### src/rtl/sys_defs.sv
// ----------------------------------------------------------------------------
// sys_defs
//   Shared definitions for the memory-bus arbiter and the caches around it:
//   bus command encodings, address width, owner/state enums, the owner-table
//   entry type, and a saturating increment used by the optional statistics.
// ----------------------------------------------------------------------------
package sys_defs;

    localparam int XLEN = 32;

    typedef enum logic [1:0] {
        BUS_NONE  = 2'h0,
        BUS_LOAD  = 2'h1,
        BUS_STORE = 2'h2
    } BUS_COMMAND;

    typedef enum logic {
        OWN_IC = 1'b0,
        OWN_DC = 1'b1
    } ARB_OWNER_T;

    typedef enum logic [1:0] {
        IDLE    = 2'h0,
        LOCK_IC = 2'h1,
        LOCK_DC = 2'h2
    } ARB_STATE_T;

    typedef struct packed {
        logic       valid;
        ARB_OWNER_T owner;
    } ARB_TAG_ENTRY;

    // Increment that sticks at all-ones instead of wrapping.
    function automatic logic [31:0] sat_inc32(input logic [31:0] v);
        return (v == 32'hFFFF_FFFF) ? v : v + 32'd1;
    endfunction

endpackage

### src/rtl/arb_tag_table.sv
// ----------------------------------------------------------------------------
// arb_tag_table
//   Records which requester owns each outstanding memory tag.
//   One write port (alloc) claims an entry; one read-and-clear port (complete)
//   looks up the owner of a returning tag and frees the entry. Entry 0 is never
//   written because tag 0 means "no tag".
//   When the same tag is completed and re-allocated in one cycle, the lookup
//   sees the old entry and the new allocation is what remains afterwards.
//
// Ports
//   clock        in   1      system clock
//   reset        in   1      asynchronous, active-low reset (clears all valids)
//   alloc_en     in   1      claim entry alloc_tag for alloc_owner this cycle
//   alloc_tag    in   TAG_W  tag being claimed
//   alloc_owner  in   1      requester that owns the claimed tag
//   comp_tag     in   TAG_W  completion tag (0 = none)
//   comp_hit     out  1      comp_tag is nonzero and currently owned
//   comp_owner   out  1      owner of comp_tag (meaningful only with comp_hit)
// ----------------------------------------------------------------------------
module arb_tag_table
    import sys_defs::*;
#(
    parameter int TAG_W = 4
) (
    input  logic             clock,
    input  logic             reset,
    input  logic             alloc_en,
    input  logic [TAG_W-1:0] alloc_tag,
    input  ARB_OWNER_T       alloc_owner,
    input  logic [TAG_W-1:0] comp_tag,
    output logic             comp_hit,
    output ARB_OWNER_T       comp_owner
);

    localparam int DEPTH = 1 << TAG_W;

    ARB_TAG_ENTRY [DEPTH-1:0] entries_q;
    ARB_TAG_ENTRY [DEPTH-1:0] entries_d;

    always_comb begin
        comp_hit   = (comp_tag != '0) && entries_q[comp_tag].valid;
        comp_owner = entries_q[comp_tag].owner;

        entries_d = entries_q;
        if (comp_hit) begin
            entries_d[comp_tag].valid = 1'b0;
        end
        // Applied after the clear so a same-cycle re-allocation of the
        // completing tag survives.
        if (alloc_en && (alloc_tag != '0)) begin
            entries_d[alloc_tag].valid = 1'b1;
            entries_d[alloc_tag].owner = alloc_owner;
        end
    end

    always_ff @(posedge clock or negedge reset) begin
        if (!reset) begin
            entries_q <= '0;
        end else begin
            entries_q <= entries_d;
        end
    end

endmodule

### src/rtl/mem_bus_arbiter.sv
// ----------------------------------------------------------------------------
// mem_bus_arbiter
//   Shares the single memory-controller port between icache and dcache.
//   One requester's command is forwarded per cycle; the acceptance tag from the
//   controller is passed straight back to that requester in the same cycle.
//   Each accepted tag is recorded with its owner so the completion (tag + data)
//   is routed to that owner only. Completions for unowned tags are dropped and
//   raise the sticky arb_err flag.
//
//   Grant lock: once a requester is granted and the controller stalls
//   (response 0), the grant is held on that requester until it is accepted or
//   withdraws, so the controller sees a stable request.
//   Starvation: a requester that has lost MAX_WAIT consecutive cycles wins the
//   next contested arbitration; otherwise the dcache wins ties.
//
//   Optional build macro ARB_STATS_EN adds saturating 32-bit counters
//   ic_grants, dc_grants, busy_cycles and starve_events on extra outputs.
//
// Ports
//   clock, reset            clock; asynchronous active-low reset
//   ic2arb_command/addr     icache request
//   arb2ic_response         acceptance tag for icache (0 = not accepted)
//   arb2ic_tag/data         completion routed to icache (0 when not icache's)
//   dc2arb_command/addr/data dcache request (data used by stores)
//   arb2dc_response         acceptance tag for dcache
//   arb2dc_tag/data         completion routed to dcache
//   proc2mem_command/addr/data forwarded request (BUS_NONE/0 when no grant)
//   mem2proc_response       controller acceptance tag (0 = busy)
//   mem2proc_tag/data       controller completion
//   arb_err                 sticky: completion for an unowned tag
//   ic_grants, dc_grants, busy_cycles, starve_events   (ARB_STATS_EN only)
// ----------------------------------------------------------------------------
module mem_bus_arbiter
    import sys_defs::*;
#(
    parameter int MAX_WAIT = 4,
    parameter int TAG_W    = 4
) (
    input  logic             clock,
    input  logic             reset,

    input  logic [1:0]       ic2arb_command,
    input  logic [XLEN-1:0]  ic2arb_addr,
    output logic [TAG_W-1:0] arb2ic_response,
    output logic [TAG_W-1:0] arb2ic_tag,
    output logic [63:0]      arb2ic_data,

    input  logic [1:0]       dc2arb_command,
    input  logic [XLEN-1:0]  dc2arb_addr,
    input  logic [63:0]      dc2arb_data,
    output logic [TAG_W-1:0] arb2dc_response,
    output logic [TAG_W-1:0] arb2dc_tag,
    output logic [63:0]      arb2dc_data,

    output logic [1:0]       proc2mem_command,
    output logic [XLEN-1:0]  proc2mem_addr,
    output logic [63:0]      proc2mem_data,
    input  logic [TAG_W-1:0] mem2proc_response,
    input  logic [TAG_W-1:0] mem2proc_tag,
    input  logic [63:0]      mem2proc_data,

    output logic             arb_err
`ifdef ARB_STATS_EN
    ,
    output logic [31:0]      ic_grants,
    output logic [31:0]      dc_grants,
    output logic [31:0]      busy_cycles,
    output logic [31:0]      starve_events
`endif
);

    localparam int                WAIT_W   = $clog2(MAX_WAIT + 1);
    localparam logic [WAIT_W-1:0] WAIT_MAX = WAIT_W'(MAX_WAIT);
    localparam logic [WAIT_W-1:0] WAIT_ONE = WAIT_W'(1);

    ARB_STATE_T        state_q, state_d;
    logic [WAIT_W-1:0] ic_wait_q, ic_wait_d;
    logic [WAIT_W-1:0] dc_wait_q, dc_wait_d;
    logic              arb_err_q, arb_err_d;

    logic              ic_req, dc_req;
    logic              gnt_ic, gnt_dc;
    logic              mem_acc, ic_acc, dc_acc;
    logic              comp_valid, comp_hit;
    ARB_OWNER_T        comp_owner;
    logic              route_ic, route_dc;

    // Grant selection. Requests are masked while reset is asserted so every
    // output collapses to 0 / BUS_NONE immediately, independent of the caches.
    always_comb begin
        ic_req = reset && (ic2arb_command != BUS_NONE);
        dc_req = reset && (dc2arb_command != BUS_NONE);
        gnt_ic = 1'b0;
        gnt_dc = 1'b0;
        case (state_q)
            LOCK_IC: gnt_ic = ic_req;
            LOCK_DC: gnt_dc = dc_req;
            default: begin
                if (ic_req && dc_req) begin
                    // dcache wins ties unless only the icache is starved.
                    if ((ic_wait_q == WAIT_MAX) && (dc_wait_q != WAIT_MAX)) begin
                        gnt_ic = 1'b1;
                    end else begin
                        gnt_dc = 1'b1;
                    end
                end else begin
                    gnt_ic = ic_req;
                    gnt_dc = dc_req;
                end
            end
        endcase

        mem_acc = (mem2proc_response != '0);
        ic_acc  = gnt_ic && mem_acc;
        dc_acc  = gnt_dc && mem_acc;
    end

    // Forwarded request and same-cycle acceptance responses.
    always_comb begin
        proc2mem_command = BUS_NONE;
        proc2mem_addr    = '0;
        proc2mem_data    = '0;
        if (gnt_dc) begin
            proc2mem_command = dc2arb_command;
            proc2mem_addr    = dc2arb_addr;
            proc2mem_data    = dc2arb_data;
        end else if (gnt_ic) begin
            proc2mem_command = ic2arb_command;
            proc2mem_addr    = ic2arb_addr;
        end
        arb2ic_response = ic_acc ? mem2proc_response : '0;
        arb2dc_response = dc_acc ? mem2proc_response : '0;
    end

    // Next state, starvation counters and error flag.
    always_comb begin
        state_d = state_q;
        case (state_q)
            IDLE: begin
                if (gnt_ic && !mem_acc) begin
                    state_d = LOCK_IC;
                end else if (gnt_dc && !mem_acc) begin
                    state_d = LOCK_DC;
                end
            end
            LOCK_IC: if (!ic_req || mem_acc) state_d = IDLE;
            LOCK_DC: if (!dc_req || mem_acc) state_d = IDLE;
            default: state_d = IDLE;
        endcase

        if (!ic_req || ic_acc) begin
            ic_wait_d = '0;
        end else if (ic_wait_q == WAIT_MAX) begin
            ic_wait_d = WAIT_MAX;
        end else begin
            ic_wait_d = ic_wait_q + WAIT_ONE;
        end

        if (!dc_req || dc_acc) begin
            dc_wait_d = '0;
        end else if (dc_wait_q == WAIT_MAX) begin
            dc_wait_d = WAIT_MAX;
        end else begin
            dc_wait_d = dc_wait_q + WAIT_ONE;
        end

        arb_err_d = arb_err_q || (comp_valid && !comp_hit);
    end

    // Completion routing: only the recorded owner sees the tag and data.
    always_comb begin
        comp_valid  = reset && (mem2proc_tag != '0);
        route_ic    = comp_valid && comp_hit && (comp_owner == OWN_IC);
        route_dc    = comp_valid && comp_hit && (comp_owner == OWN_DC);
        arb2ic_tag  = route_ic ? mem2proc_tag  : '0;
        arb2ic_data = route_ic ? mem2proc_data : '0;
        arb2dc_tag  = route_dc ? mem2proc_tag  : '0;
        arb2dc_data = route_dc ? mem2proc_data : '0;
    end

    arb_tag_table #(
        .TAG_W (TAG_W)
    ) u_tag_table (
        .clock       (clock),
        .reset       (reset),
        .alloc_en    (ic_acc || dc_acc),
        .alloc_tag   (mem2proc_response),
        .alloc_owner (dc_acc ? OWN_DC : OWN_IC),
        .comp_tag    (mem2proc_tag),
        .comp_hit    (comp_hit),
        .comp_owner  (comp_owner)
    );

    always_ff @(posedge clock or negedge reset) begin
        if (!reset) begin
            state_q   <= IDLE;
            ic_wait_q <= '0;
            dc_wait_q <= '0;
            arb_err_q <= 1'b0;
        end else begin
            state_q   <= state_d;
            ic_wait_q <= ic_wait_d;
            dc_wait_q <= dc_wait_d;
            arb_err_q <= arb_err_d;
        end
    end

    assign arb_err = arb_err_q;

`ifdef ARB_STATS_EN
    logic [31:0] ic_grants_q, ic_grants_d;
    logic [31:0] dc_grants_q, dc_grants_d;
    logic [31:0] busy_cycles_q, busy_cycles_d;
    logic [31:0] starve_events_q, starve_events_d;

    // Grants count accepted requests; a starve event is a counter arriving
    // at MAX_WAIT, so a requester parked at the limit counts once.
    always_comb begin
        ic_grants_d     = ic_acc ? sat_inc32(ic_grants_q) : ic_grants_q;
        dc_grants_d     = dc_acc ? sat_inc32(dc_grants_q) : dc_grants_q;
        busy_cycles_d   = ((gnt_ic || gnt_dc) && !mem_acc) ? sat_inc32(busy_cycles_q)
                                                           : busy_cycles_q;
        starve_events_d = starve_events_q;
        if ((ic_wait_d == WAIT_MAX) && (ic_wait_q != WAIT_MAX)) begin
            starve_events_d = sat_inc32(starve_events_d);
        end
        if ((dc_wait_d == WAIT_MAX) && (dc_wait_q != WAIT_MAX)) begin
            starve_events_d = sat_inc32(starve_events_d);
        end
    end

    always_ff @(posedge clock or negedge reset) begin
        if (!reset) begin
            ic_grants_q     <= '0;
            dc_grants_q     <= '0;
            busy_cycles_q   <= '0;
            starve_events_q <= '0;
        end else begin
            ic_grants_q     <= ic_grants_d;
            dc_grants_q     <= dc_grants_d;
            busy_cycles_q   <= busy_cycles_d;
            starve_events_q <= starve_events_d;
        end
    end

    assign ic_grants     = ic_grants_q;
    assign dc_grants     = dc_grants_q;
    assign busy_cycles   = busy_cycles_q;
    assign starve_events = starve_events_q;
`endif

endmodule

### config.mk
export PLATFORM = sky130hd
export DESIGN_NAME = mem_bus_arbiter
export DESIGN_NICKNAME = d
export VERILOG_FILES = /design/src/rtl/sys_defs.sv /design/src/rtl/arb_tag_table.sv /design/src/rtl/mem_bus_arbiter.sv
export SDC_FILE = /design/constraint.sdc
export NUM_CORES = 1
export LEC_CHECK = 0
export ABC_CLOCK_PERIOD_IN_PS = 8450
export CORE_AREA = 2 2 175 177
export CTS_BUF_LIST = sky130_fd_sc_hd__clkbuf_4
export DETAILED_ROUTE_END_ITERATION = 10
export DIE_AREA = 0 0 177 179
export GPL_TIMING_DRIVEN = 0
export PLACE_DENSITY = 0.47
export SYNTH_ARGS = -nofsm -noshare
export SYNTH_HDL_FRONTEND = slang
export SYNTH_SLANG_ARGS = --single-unit
### constraint.sdc
create_clock -name clock -period 8.45 [get_ports clock]
set_input_delay 2.1125 -clock clock [delete_from_list [all_inputs] [get_ports clock]]
set_output_delay 2.1125 -clock clock [all_outputs]
set_load 0.01 [all_outputs]
# Word-level counts from Yosys, hierarchy flattened
# Cells that the tools add are included.
[totals]
regBits = 41
in_bits = 206
output_inout_bits = 243
[op_classes]
addsub = 2
reduce_logical = 33
n_lt_le_gt_ge = 4
n_eq_ne = 8
bitwise = 1
muxes = 40
[op_table]
columns = ["cell", "n"]
rows = [
  ["64-bit two-way mux", 3],
  ["32-bit two-way mux", 4],
  ["32-bit bitwise mux", 3],
  ["2-bit demux with 4-bit select", 3],
  ["2-bit two-way mux", 9],
  ["1-bit logical AND", 17],
  ["4-bit two-way mux", 4],
  ["3-bit two-way mux", 4],
  ["4-bit by 5-bit < comparator with 1-bit output (second input constant)", 2],
  ["2-bit binary-select mux with 4-bit select", 1],
  ["4-bit by 1-bit greater-or-equal comparator with 1-bit output (second input constant)", 2],
  ["4-bit nonzero test", 2],
  ["3-bit by 1-bit adder with 3-bit output (second input constant)", 2],
  ["3-bit == test (second input constant)", 2],
  ["1-bit logical OR", 6],
  ["1-bit two-way mux", 6],
  ["3-bit inequality test (second input constant)", 2],
  ["2-bit case mux with 3 select lines", 1],
  ["1-bit zero test", 4],
  ["2-bit inequality test (second input constant)", 2],
  ["1-bit case mux with 2 select lines", 2],
  ["2-bit nonzero test", 2],
  ["3-bit AND reduction", 1],
  ["2-bit by 1-bit == test with 1-bit output (second input constant)", 1],
  ["3 further kinds", 3],
]

# Longest topological paths before layout
# Gate-level depths: netlist of run 1.
[logic_depth]
ltp_word = 9
ltp_mapped = 9
mapped_depth_nobuf = 7

# Hierarchy
# Synthesis of run 1 repeated with hierarchy kept, for this count alone.
[unflattened]
hier_cells = 478
area_unflattened_um2 = 3973.8
[modules_own_cells]
columns = ["mod", "cells_each", "seq_area_each_um2", "instances", "area_each_um2"]
rows = [
  ["mem_bus_arbiter", 347, 225.2, 1, 2436.1],
  ["arb_tag_table", 131, 775.7, 1, 1537.7],
]

# Worst setup path before layout of run 1
# OpenSTA, ideal clock, no wires.
[synth_timing]
path_type = "input to output"
from = "input port mem2proc_tag[0]"
to = "output port arb2ic_data[10]"
arrival_time_ns = 3.645
cell_stages = 6
required_time_ns = 6.338
slack_ns = 2.692
cell_sequence = "buf_6 mux4_2 a22oi_2 nand3_4 clkbuf_1 nor3b_1"
[synth_via]
elab_chain_cells = 6
word_cells_on_any_way = 9
classes_between = "3 x mux; 1 x bitwise; 5 x reduce/logical"
[synth_rtl]
columns = ["item", "line", "text"]
rows = [
  ["from (decl)", "mem_bus_arbiter.sv:59", "input logic [TAG_W-1:0] mem2proc_tag,"],
  ["2-bit binary-select mux with 4-bit select", "arb_tag_table.sv:41, arb_tag_table.sv:42", ""],
  ["2-bit two-way mux (implied by the code)", "arb_tag_table.sv:41", "comp_hit = (comp_tag != '0) && entries_q[comp_tag].valid;"],
  ["1-bit logical AND", "arb_tag_table.sv:41", ""],
  ["1-bit logical AND", "mem_bus_arbiter.sv:173", "route_ic = comp_valid && comp_hit && (comp_owner == OWN_IC);"],
  ["1-bit logical AND (*)", "mem_bus_arbiter.sv:173", ""],
  ["64-bit two-way mux (*)", "mem_bus_arbiter.sv:176", "arb2ic_data = route_ic ? mem2proc_data : '0;"],
  ["to (decl)", "mem_bus_arbiter.sv:46", "output logic [63:0] arb2ic_data,"],
]
# Every way passes the cells marked *; elsewhere a longest branch is shown, timed or not. The select of a mux whose other input is x is not followed.

# Worst setup path after layout of run 1
[layout_timing]
from = "input port reset"
to = "output port proc2mem_addr[28]"
[layout_via]
elab_chain_cells = 6
word_cells_on_any_way = 9
classes_between = "6 x mux; 3 x reduce/logical"
[layout_rtl]
columns = ["item", "line", "text"]
rows = [
  ["from (decl)", "mem_bus_arbiter.sv:40", "input logic reset,"],
  ["1-bit logical AND (on tied branches)", "mem_bus_arbiter.sv:91, mem_bus_arbiter.sv:92", ""],
  ["1-bit logical AND", "mem_bus_arbiter.sv:99", "if (ic_req && dc_req) begin"],
  ["1-bit two-way mux", "mem_bus_arbiter.sv:99", ""],
  ["1-bit case mux with 2 select lines", "mem_bus_arbiter.sv:95", "case (state_q)"],
  ["32-bit two-way mux", "mem_bus_arbiter.sv:127", "end else if (gnt_ic) begin"],
  ["32-bit two-way mux (*)", "mem_bus_arbiter.sv:123", "if (gnt_dc) begin"],
  ["to (decl)", "mem_bus_arbiter.sv:56", "output logic [XLEN-1:0] proc2mem_addr,"],
]
# Every way passes the cells marked *; elsewhere a longest branch is shown, timed or not.

==> qor.yml, run 1 <==
status: "completed"
leakagePower_uw: 0.00367
required_ps: 6340
hold_class: "reg -> reg"
final_nets: 1257
cap_violations: 0
synth_edf_count: 0
final_common_cell: "clkdlybuf4s50_1"
synth_seq_cells: 41
ys_warn_count: 0
h-tree-depth: 2
ff_latch_area_um2: 1030
hold_viol: 0
routed_wire_length_per_instance_um: 18.5
start_util_pct: 15.4
n_fill_cell: 3225
dieArea_um2: 31700
worst_pin_slew_ps: 906
drv_slew: 0
synth_xor_area_share_pct: 0
synth_simple_gate_area_share_pct: 48.8
hpwlAfterDp_um: 23000
irDropWorstVdd_v: 0.0000554
yosys.area.top_type: "dfrtp_1"
post-route-util_pct: 32.1
syn_nets: 804
hold_buffers: 0
synthCells: 591
cts-root-buf: "clkbuf_4"
drive_above_1_share_pct: 8.33
antenna_found_initial: 3
drc: 0
dieWidth_um: 177
cp-start-kind: "input port"
place_congestion: 0.812
timing.final.crit_share_pct: 88.6
cp.arrival_ps: 5370
synth-compound-area-share_pct: 15.2
core_um2: 30000
max_freq_mhz: 134
first_global_vias: 6222
grt_max_degree: 32
drtIter0Drc: 309
clock_latency_ps: 350
multi_input_area_um2: 3210
min_period_ps: 7490
dr.pass1.iters: 4
synth_cell_type_count: 53
async_flop_share_pct: 100
critical_path_class: "in -> out"
io_buffers: 445
mostFrequentLayoutCells: "clkdlybuf4s50_1, nand2_1, and2_1"
drtAntennaViolNets: 0
cp_max_fo: 31
grt_pass1_wl_um: 38200
rows: 64
fin_skew_ps: 10.9
via_per_inst: 4.16
cts_setup_buffers: 0
rsz0062_at_grt: "false"
syn_area_um2: 4620
vias: 6001
synth-main-ff-cell: "dfrtp_1"
clock_path_buffers: 2
fin_hold_ws_ps: 478
relSlewSlack_pct: 39.1
grt_overflow: 0
synth_top_family_by_area: "simple AND/OR/NAND/NOR gates"
syn_to_final_growth_pct: 109
cts_made_buffers: 5
grt_usage_pct: 15.6
ioPinCount: 449
fp.dieH_um: 179
avgSynthCellArea_um2: 7.82
wl_um: 26700
synth.area.mux_share_pct: 3.63
clock-sinks: 41
post_cts_resized: 0
synth_top_cell_area_share_pct: 22.2
clkSlewWorstSetupHoldPaths_ps: 110
synth.area.top_cells: "dfrtp_1, nor3b_2, and2_1, and3_1, nand2_1"
yosysSeqAreaShare_pct: 22.2
setup_viol: 0
total_power_uw: 1450
crit_path_end_kind: "output pin"
synthAdderAreaFrac_pct: 1.89
powerDensity_nw_per_um2: 150
cts_tree: "yes"
==> registers in the layout, indices dropped and copies added, names as in the netlist <==
signal and cells:
arb_err 1, dc_wait_q 3, ic_wait_q 3, state_q 2
u_tag_table.entries_q 32
==> per-stage QoR <==
step	instances	instance area, um^2	TNS [ps]	setup slack, ps
2_1_floorplan	591	4620	0	2690
3_3_place_gp	1432	9570	-40280	-771
3_5_place_dp	1433	9590	0	831
4_1_cts	1440	9640	0	811
5_1_grt	1441	9640	0	565
6_report	1442	9640	0	965
==> cells by family (layout without fill, tap and decap cells) <==
group | count (synthesis) | after routing
compound gates | 105 | 105
flops | 41 | 41
simple gates | 357 | 357
fa+ha+maj | 7 | 7
buf+inv | 70 | 523
mux | 11 | 11
other cells | 0 | 2
==> critical path, stage by stage <==
cell and delay, ps:
buf_2 280, buf_12 250, clkbuf_2 300, o21a_1 210, o21a_1 170, o31a_1 320, buf_2 340, buf_1 500
nand2_1 110, o21ai_0 160, clkdlybuf4s50_1 620
==> cell usage after synthesis (3+ instances only) <==
library cell,count
nor2_1,9
inv_1,9
nand2b_1,7
nand2_1,96
o21ai_0,57
buf_2,6
ha_1,7
nand3_1,11
nor3b_1,28
nor3b_2,39
dfrtp_1,41
buf_6,14
o31ai_1,9
mux2i_1,4
and3_1,70
nand4_1,5
mux4_2,4
o2bb2ai_1,9
and2_1,75
o21a_1,3
nor2b_1,10
clkbuf_1,35
buf_1,3
==> final cells by class <==
type	count	share of cell area (%)
Timing Repair Buffer	446	46.3
Sequential cell	41	10.6
Clock inverter	1	0.0389
Inverter	9	0.350
Clock buffer	6	0.467
Tap cell	396	5.14
Buffer	61	3.63
Multi-Input combinational cell	480	33.3
Antenna cell	2	0.0519
==> report_power, final <==
part           switching [uW]  total (uW)  internal [uW]
registers                41.3         307            265
clock network            64.2        97.8           33.6
logic                     517        1040            527
==> per-layer routing <==
layer | global-route usage, % | part of all wire, %
met1 | 19.4 | 41
met2 | 28.0 | 50
met3 | 3.63 | 8.5
met4 | 2.07 | 1.0
met5 | 0 | 0.034
==> worst paths after layout <==
check | from | to | slack (ps) | cells after the start
setup / recovery | reset | proc2mem_addr[28] | 960 | 11
hold / removal | u_tag_table.entries_q[1]$_DFF_PN0_ | u_tag_table.entries_q[1]$_DFF_PN0_ | 480 | 1
setup reg to reg | state_q[1]$_DFFE_PN0P_ | u_tag_table.entries_q[4]$_DFFE_PN0P_ | 6150 | 7
hold reg to reg | u_tag_table.entries_q[1]$_DFF_PN0_ | u_tag_table.entries_q[1]$_DFF_PN0_ | 480 | 1
max in group asynchronous | reset | u_tag_table.entries_q[19]$_DFF_PN0_ | 6340 | 2
min in group asynchronous | reset | ic_wait_q[0]$_DFF_PN0_ | 1630 | 1
Note: power is estimated with default switching activity, not from simulation.
==> inputs of run 2 (changes only) <==
--- a/config.mk
+++ b/config.mk
@@ -5,11 +5,11 @@
 export SDC_FILE = /design/constraint.sdc
 export NUM_CORES = 1
 export LEC_CHECK = 0
-export ABC_CLOCK_PERIOD_IN_PS = 8450
-export CORE_AREA = 2 2 175 177
+export ABC_CLOCK_PERIOD_IN_PS = 6900
+export CORE_AREA = 2 2 173 175
 export CTS_BUF_LIST = sky130_fd_sc_hd__clkbuf_4
 export DETAILED_ROUTE_END_ITERATION = 10
-export DIE_AREA = 0 0 177 179
+export DIE_AREA = 0 0 175 177
 export GPL_TIMING_DRIVEN = 0
 export PLACE_DENSITY = 0.47
 export SYNTH_ARGS = -nofsm -noshare
==> constraint.sdc (replaced) <==
create_clock -name clock -period 6.9 [get_ports clock]
set_input_delay 1.38 -clock clock [delete_from_list [all_inputs] [get_ports clock]]
set_output_delay 1.38 -clock clock [all_outputs]
set_load 0.01 [all_outputs]
==> run 2 against run 1 <==
Effect of this change: final cell count fell by 0.42%; sequential cell count stayed put; via count increased by 1.9%; global-route usage rose by 1.4 points; count of clock-buffer cells in the layout stayed put; non-clock buffer count unchanged; utilization rose by 0.93 points; critical path depth shrank 3; clock power is 67% higher.
==> qor.yml, run 2 (synthesis gave the netlist of run 1 again) <==
critPathBufInv: 4
relSlewSlack_pct: 37.6
switchingPower_uw: 771
place_congestion: 0.861
dieWidth_um: 175
drtAntennaViolNets: 0
pwr-share-seq_pct: 20.4
antenna_found_initial: 1
hold_buffers: 0
clock-sinks: 41
rsz0062_at_grt: "false"
largest_register_ffs: 32
dr.pass1.iters: 4
drive_above_1_share_pct: 8.42
cap_violations: 0
grt_usage_pct: 17.0
cp.arrival_ps: 4320
crit_path_end_kind: "output pin"
dieArea_um2: 31000
io_buffers: 445
cp-start-kind: "input port"
h-tree-depth: 2
vias: 6117
status: "completed"
crit_path_cell_trace: "clkdlybuf4s50_1 -> clkbuf_1 -> nor2b_1 -> nand2_1 -> nand3_4 -> clkbuf_1 -> and3_1 -> clkdlybuf4s50_1"
via_per_inst: 4.26
hpwlAfterDp_um: 24600
swShare_pct: 42.4
drv_slew: 0
critical-path-max-stage-delay_ps: 570
cts_setup_buffers: 0
path_delay_family: "buffers and inverters"
required_ps: 5520
fin_skew_ps: 10.1
grt_pass1_wl_um: 40100
hold_viol: 0
clkSlewWorstSetupHoldPaths_ps: 130
wl_um: 27900
leakagePower_uw: 0.00368
drc: 0
cts_made_buffers: 5
start_util_pct: 15.8
fp.dieH_um: 177
cts_tree: "yes"
p_clk_share_pct: 8.9
cts-root-buf: "clkbuf_4"
post_cts_resized: 0
top_register: "u_tag_table.entries_q"
clock_path_buffers: 2
routed_wire_length_per_instance_um: 19.5
rows: 63
final_nets: 1257
worst_pin_slew_ps: 928
post-route-util_pct: 33.0
grt_overflow: 0
mostFrequentLayoutCells: "clkdlybuf4s50_1, nand2_1, and2_1"
powerDensity_nw_per_um2: 188
min_period_ps: 5700
core_um2: 29200
preCtsSetupSlack_ps: 1110
clock_latency_ps: 360
final_common_cell: "clkdlybuf4s50_1"
max_freq_mhz: 175
critical_path_class: "in -> out"
grt_max_degree: 31
setup_viol: 0
timing.final.crit_share_pct: 82.7
ioPinCount: 449
cp_max_fo: 10
layout_setup_ws_ps: 1200
syn_to_final_growth_pct: 109
hold_class: "reg -> reg"
p_comb_share_pct: 70.6
first_global_vias: 6474
irDropWorstVdd_v: 0.0000806
internal_power_uw: 1050
crit_slowest_cell: "clkdlybuf4s50_1"
drtIter0Drc: 219
top_regs: "u_tag_table.entries_q x32, dc_wait_q x3, ic_wait_q x3"
==> run 2: cell count changes in the layout (fill, tap and decap cells not counted) <==
cell       delta
bufinv_16     +1
diode_2       -1
==> run 2: through the flow <==
stage / instances / area, um^2 / setup TNS, ps / hold WS (ps) / total power, uW
2_1_floorplan: 591 / 4620 / 0 / 425 / 995
3_3_place_gp: 1426 / 9570 / -44970 / 442 / 1680
3_5_place_dp: 1427 / 9580 / 0 / 447 / 1680
4_1_cts: 1435 / 9660 / 0 / 478 / 1850
5_1_grt: 1436 / 9660 / 0 / 496 / 1950
6_report: 1436 / 9660 / 0 / 469 / 1820
==> run 2: worst paths after layout <==
| path | from | end | slack (ps) | depth (start not counted) |
|---|---|---|---|---|
| max reg2reg | state_q[1]$_DFFE_PN0P_ | u_tag_table.entries_q[4]$_DFFE_PN0P_ | 4560 | 7 |
| max | mem2proc_tag[2] | arb2dc_data[62] | 1200 | 8 |
| min in group asynchronous | reset | dc_wait_q[1]$_DFF_PN0_ | 910 | 1 |
| min | u_tag_table.entries_q[0]$_DFFE_PN0P_ | u_tag_table.entries_q[0]$_DFFE_PN0P_ | 470 | 1 |
| min reg2reg | u_tag_table.entries_q[0]$_DFFE_PN0P_ | u_tag_table.entries_q[0]$_DFFE_PN0P_ | 470 | 1 |
| max in group asynchronous | reset | u_tag_table.entries_q[14]$_DFFE_PN0P_ | 5530 | 2 |
==> run 2: final cells by class <==
cell class	instances	area, um^2
diodes	1	2.50
repair buffers	446	4470
clock buffers	6	45.0
flip-flops and latches	41	1030
inverters	9	33.8
well taps	390	488
clock inverters	2	33.8
plain buffers	61	350
fillers	3152	19600
multi-input cells	480	3210
==> run 2: per-layer routing <==
metal | track usage, % | routed length, um | up-vias
met5 | 0 | 0 | -
met4 | 3.40 | 569 | 0
met3 | 5.88 | 2660 | 28
met2 | 35.0 | 15500 | 305
met1 | 16.0 | 9220 | 2827
li1 | - | - | 2957
==> run 2: worst register-to-register path, stage by stage (launching register included) <==
cell	delay (ps)
dfrtp_1	430
inv_1	80
ha_1	310
o21bai_1	160
a31oi_1	120
o21bai_1	650
nand3_1	240
a32o_1	260
==> run 2: power groups by stage <==
| stage | combinational (uW) | clock, uW | sequential, uW |
|---|---|---|---|
| 3_3_place_gp | 1300 | 0 | 376 |
| 6_report | 1290 | 163 | 372 |
| 4_1_cts | 1310 | 167 | 372 |
| 5_1_grt | 1390 | 178 | 384 |
| 2_1_floorplan | 635 | 0 | 360 |
| 3_5_place_dp | 1300 | 0 | 377 |
